<file path="config.mk">
export PLATFORM = sky130hd
export DESIGN_NAME = serial_adder
export DESIGN_NICKNAME = d
export VERILOG_FILES = /design/src/rtl/serial_adder.sv
export SDC_FILE = /design/constraint.sdc
export NUM_CORES = 1
export LEC_CHECK = 0
export ABC_AREA = 1
export BUFFER_PORTS_ARGS = -buffer_cell sky130_fd_sc_hd__buf_2
export CAP_MARGIN = 20
export CORE_ASPECT_RATIO = 1.75
export CORE_MARGIN = 5
export CORE_UTILIZATION = 40
export DETAILED_ROUTE_END_ITERATION = 8
export PLACE_DENSITY = 0.59
export SETUP_SLACK_MARGIN = 0.15
export SKIP_LAST_GASP = 1
export SYNTH_ARGS = -nofsm -noshare
export SYNTH_HDL_FRONTEND = slang
export SYNTH_SLANG_ARGS = --single-unit
</file>
<file path="constraint.sdc">
create_clock -name clk -period 1.4 [get_ports clk]
set_input_delay 0.28 -clock clk [delete_from_list [all_inputs] [get_ports clk]]
set_output_delay 0.28 -clock clk [all_outputs]
set_load 0.02 [all_outputs]
</file>
<file path="src/rtl/serial_adder.sv">
// serial_adder: bit-serial adder producing a WIDTH-bit sum LSB-first over
// WIDTH cycles through a single full-adder cell and a registered carry.
// Ports:
//   clk      - rising-edge clock
//   reset_n  - asynchronous active-low reset
//   start    - request an addition (sampled only while idle)
//   a, b, ci - operands and carry-in, captured on the accepting edge
//   busy     - high while bits are being processed
//   done     - one-cycle pulse when s/co carry a fresh result
//   s, co    - registered sum and carry-out, held until the next completion

module fa (
    input  logic a,
    input  logic b,
    input  logic ci,
    output logic s,
    output logic co
);
    assign s  = a ^ b ^ ci;
    assign co = (a & b) | (ci & (a ^ b));
endmodule

module serial_adder #(
    parameter int WIDTH = 8
) (
    input  logic             clk,
    input  logic             reset_n,
    input  logic             start,
    input  logic [WIDTH-1:0] a,
    input  logic [WIDTH-1:0] b,
    input  logic             ci,
    output logic             busy,
    output logic             done,
    output logic [WIDTH-1:0] s,
    output logic             co
);
    localparam int CNT_W = $clog2(WIDTH);
    localparam logic [CNT_W-1:0] LAST_BIT = CNT_W'(WIDTH - 1);

    typedef enum logic [1:0] {
        ST_IDLE = 2'b00,
        ST_ADD  = 2'b01,
        ST_DONE = 2'b10
    } state_t;

    state_t             state_r;
    state_t             state_next_s;
    logic [WIDTH-1:0]   a_sr_r;
    logic [WIDTH-1:0]   b_sr_r;
    // Partial sum keeps only WIDTH-1 bits: the final bit is merged in
    // directly when the result is committed to s.
    logic [WIDTH-2:0]   s_sr_r;
    logic               c_r;
    logic [CNT_W-1:0]   cnt_r;
    logic [WIDTH-1:0]   s_r;
    logic               co_r;
    logic               busy_r;
    logic               done_r;
    logic               fa_s_s;
    logic               fa_co_s;
    logic [WIDTH-1:0]   s_cat_s;
    logic               last_bit_s;

    fa u_fa (
        .a  (a_sr_r[0]),
        .b  (b_sr_r[0]),
        .ci (c_r),
        .s  (fa_s_s),
        .co (fa_co_s)
    );

    // Sum register with the current sum bit entering at the MSB end.
    assign s_cat_s    = {fa_s_s, s_sr_r};
    assign last_bit_s = (cnt_r == LAST_BIT);

    // Next-state logic for the IDLE -> ADD -> DONE sequence.
    always_comb begin
        state_next_s = state_r;
        case (state_r)
            ST_IDLE: begin
                if (start) begin
                    state_next_s = ST_ADD;
                end else begin
                    state_next_s = ST_IDLE;
                end
            end
            ST_ADD: begin
                if (last_bit_s) begin
                    state_next_s = ST_DONE;
                end else begin
                    state_next_s = ST_ADD;
                end
            end
            ST_DONE: begin
                state_next_s = ST_IDLE;
            end
            default: begin
                state_next_s = ST_IDLE;
            end
        endcase
    end

    // State register plus registered busy/done flags decoded from next state.
    always_ff @(posedge clk or negedge reset_n) begin
        if (!reset_n) begin
            state_r <= ST_IDLE;
            busy_r  <= 1'b0;
            done_r  <= 1'b0;
        end else begin
            state_r <= state_next_s;
            busy_r  <= (state_next_s == ST_ADD);
            done_r  <= (state_next_s == ST_DONE);
        end
    end

    // Operand shift registers, carry, bit counter and committed result.
    always_ff @(posedge clk or negedge reset_n) begin
        if (!reset_n) begin
            a_sr_r <= {WIDTH{1'b0}};
            b_sr_r <= {WIDTH{1'b0}};
            s_sr_r <= {(WIDTH-1){1'b0}};
            c_r    <= 1'b0;
            cnt_r  <= {CNT_W{1'b0}};
            s_r    <= {WIDTH{1'b0}};
            co_r   <= 1'b0;
        end else begin
            case (state_r)
                ST_IDLE: begin
                    if (start) begin
                        a_sr_r <= a;
                        b_sr_r <= b;
                        c_r    <= ci;
                        cnt_r  <= {CNT_W{1'b0}};
                    end
                end
                ST_ADD: begin
                    a_sr_r <= {1'b0, a_sr_r[WIDTH-1:1]};
                    b_sr_r <= {1'b0, b_sr_r[WIDTH-1:1]};
                    s_sr_r <= s_cat_s[WIDTH-1:1];
                    c_r    <= fa_co_s;
                    if (last_bit_s) begin
                        // Counter parks at zero instead of wrapping.
                        cnt_r <= {CNT_W{1'b0}};
                        s_r   <= s_cat_s;
                        co_r  <= fa_co_s;
                    end else begin
                        cnt_r <= cnt_r + CNT_W'(1);
                    end
                end
                ST_DONE: begin
                    cnt_r <= {CNT_W{1'b0}};
                end
                default: begin
                    cnt_r <= {CNT_W{1'b0}};
                end
            endcase
        end
    end

    assign busy = busy_r;
    assign done = done_r;
    assign s    = s_r;
    assign co   = co_r;

endmodule

</file>
==> results.yml <==
outcome:
  status: "finished clean"
placed_design:
  dp.cells: 303
  dpl-instance-area_mm2: 0.00209
  port_buffers: 30
  gp_congestion: 0.724
  place.detailed.hpwl_um: 2710
power:
  comb_power_share_pct: 42.9
  p_leak_uw: 0.00130
  p_per_area_mw_per_mm2: 2230
  internal_power_uw: 3130
  swShare_pct: 39.5
  seqPwrFrac_pct: 38.5
  ir_worst_vdd_mv: 1.16
  p_sw_uw: 2050
  clock_power_share_pct: 18.6
routing:
  drtIter0Drc: 35
  drt_wl_total_um: 3880
  vias: 1478
  drtAntennaViolNets: 0
  drt_pre_antenna_iters: 4
  drc: 0
  viasPerCell: 4.68
  wl_per_cell_um: 12.3
logic_synthesis:
  synthDistinctLibCells: 19
  syn_area_mm2: 0.00187
  postSynthAreaPerCell_um2: 8.29
  ys_seq_elements: 40
  postSynthCellCount: 225
  synth_fp_nets: 248
  ys_seq_area_share_pct: 53.7
  yosysWarnings: 0
die:
  initial_core_util_pct: 40.3
  core-area_mm2: 0.00462
  ios: 31
  dieArea_mm2: 0.00618
  die_w_um: 61.6
  die_h_um: 100
  rows: 33
min_path:
  hp-class: "primary input to register"
grt:
  grt_first_pass_wirelength_um: 6550
  first_global_vias: 1496
  grt_remaining_overflow: 0
  grt_max_degree: 34
  grt_usage_pct: 14.1
  antenna_found_initial: 0
critical_path:
  start_kind: "register"
  crit_arrival_ns: 1.40
  crit_type: "register to register"
  required_ns: 1.59
  worst_setup_path_end_kind: "register"
  path_max_fanout: 2
cells_and_area:
  drive_gt1_share_pct: 22.0
  antenna_cells: 0
  fin_cells: 316
  nets: 286
  syn_to_final_growth_pct: 24.4
  fin_area_mm2: 0.00232
  finalCoreUtilization_pct: 50.2
cts:
  htreeDepth: 2
  root_buffer: "clkbuf_8"
  path_clk_slew_ns: 0.08
  cts_tree: "built"
  clk_path_buf_depth: 2
  cts-buffers-inserted: 5
  cts.sinks: 40
  worstSkewPairLatency_ns: 0.29
timing:
  rsz0062_at_grt: "yes"
  finalHoldViolCount: 0
  maxSlewHeadroom_pct: 79.7
  finalCritPeriodShare_pct: 86.4
  setup_viol: 0
  max_freq_ghz: 0.827
  final-max-slew-violation-count: 0
  skew_ns: 0.00478
  fin_tns_setup_ns: 0
  fin_crit_ns: 1.21
  fin_hold_ws_ns: 0.236
  tightest_slew_ns: 0.304
job:
  drv_cap: 0
-- timing repair --
item,4_1_cts,5_1_grt
gates resized for setup,1,10
hold buffers,1,0
gates cloned,0,1
setup endpoints to repair,9,26
setup buffers,0,3
endpoints found under the hold margin,7,0
pin swaps,1,2
-- sequential cells by signal, summed over array words and instances (netlist names) --
signal / cells
co: 1
b_sr_r: 8
done: 1
state_r: 2
a_sr_r: 8
c_r: 1
cnt_r: 3
busy: 1
s: 8
s_sr_r: 7
-- worst max-delay path, cell delays in order, from the launching register on --
cell     delay, ns
dfrtp_1       0.41
fa_1          0.43
inv_2         0.07
nand3_1       0.07
nand3_1       0.08
nand2_1       0.04
-- logic make-up after synthesis --
group	share of synthesized area, %
compound gates	5.23
fa+ha+maj	2.41
buf+inv	12.1
flops	53.7
simple gates	26.6
-- power by group through the flow --
stage | combinational, µW | sequential (µW) | clock, µW
2_1_floorplan | 1420 | 2090 | 0
3_3_place_gp | 2050 | 1980 | 0
3_5_place_dp | 2080 | 2000 | 0
4_1_cts | 2100 | 1980 | 993
5_1_grt | 2570 | 2060 | 1040
6_report | 2220 | 1990 | 965
-- synthesized netlist by cell type --
| master | count | area [µm²] |
|---|---|---|
| o21ai_1 | 16 | 80.1 |
| nand2_2 | 1 | 6.26 |
| inv_2 | 1 | 3.75 |
| inv_4 | 1 | 6.26 |
| buf_4 | 4 | 30.0 |
| o21ai_0 | 1 | 5.00 |
| inv_1 | 41 | 154 |
| buf_6 | 1 | 11.3 |
| ha_1 | 2 | 25.0 |
| nand2_1 | 69 | 259 |
| dfrtp_1 | 40 | 1000 |
| buf_2 | 4 | 20.0 |
| nand2_4 | 2 | 22.5 |
| nor2_1 | 2 | 7.51 |
| nand2_8 | 1 | 20.0 |
| o22ai_1 | 2 | 12.5 |
| fa_1 | 1 | 20.0 |
| nand3_1 | 35 | 175 |
| nor2_2 | 1 | 6.26 |
-- through the flow --
stage               setup WS (ns)  power [µW]
finish                      0.190        5180
global route                0.137        5680
CTS                         0.144        5070
detailed placement          0.116        4080
global placement            0.169        4020
floorplan                   0.163        3510
-- final timing paths --
kind                                start          to  slack [ns]  depth (start not counted)
min in group asynchronous         reset_n   a_sr_r[7]        0.36                          2
worst max register to register        c_r         c_r        0.19                          5
worst min-delay path                 a[7]   a_sr_r[7]        0.24                          3
max in group asynchronous         reset_n  state_r[0]        0.61                          3
worst max-delay path                  c_r         c_r        0.19                          5
worst min register to register  a_sr_r[3]   a_sr_r[3]        0.48                          2
-- cell type report --
cell class,count,area [µm²]
multi-input cells,133,673
flip-flops and latches,40,1000
well taps,52,65.1
fillers,475,2300
repair buffers,40,299
clock buffers,5,68.8
clock inverters,3,46.3
inverters,43,166
-- placed cells by master (no fill, tap or decap), drive strengths merged --
master and instances:
nand2 73, inv 44, dfrtp 40, buf 38, nand3 35, o21ai 17, clkbuf 6, nor2 3
o22ai 2, ha 2, fa 1, clkinvlp 1, bufinv 1, dlygate4sd3 1
-- metal layers --
layer / track usage, % / wire length, µm / up-vias
met1: 16.5 / 1580 / 689
met3: 4.12 / 154 / 6
li1: - / - / 760
met2: 23.6 / 2090 / 23
met4: 5.56 / 57 / 0
met5: 0 / 0 / -
Power figures use the tool's default switching activity.
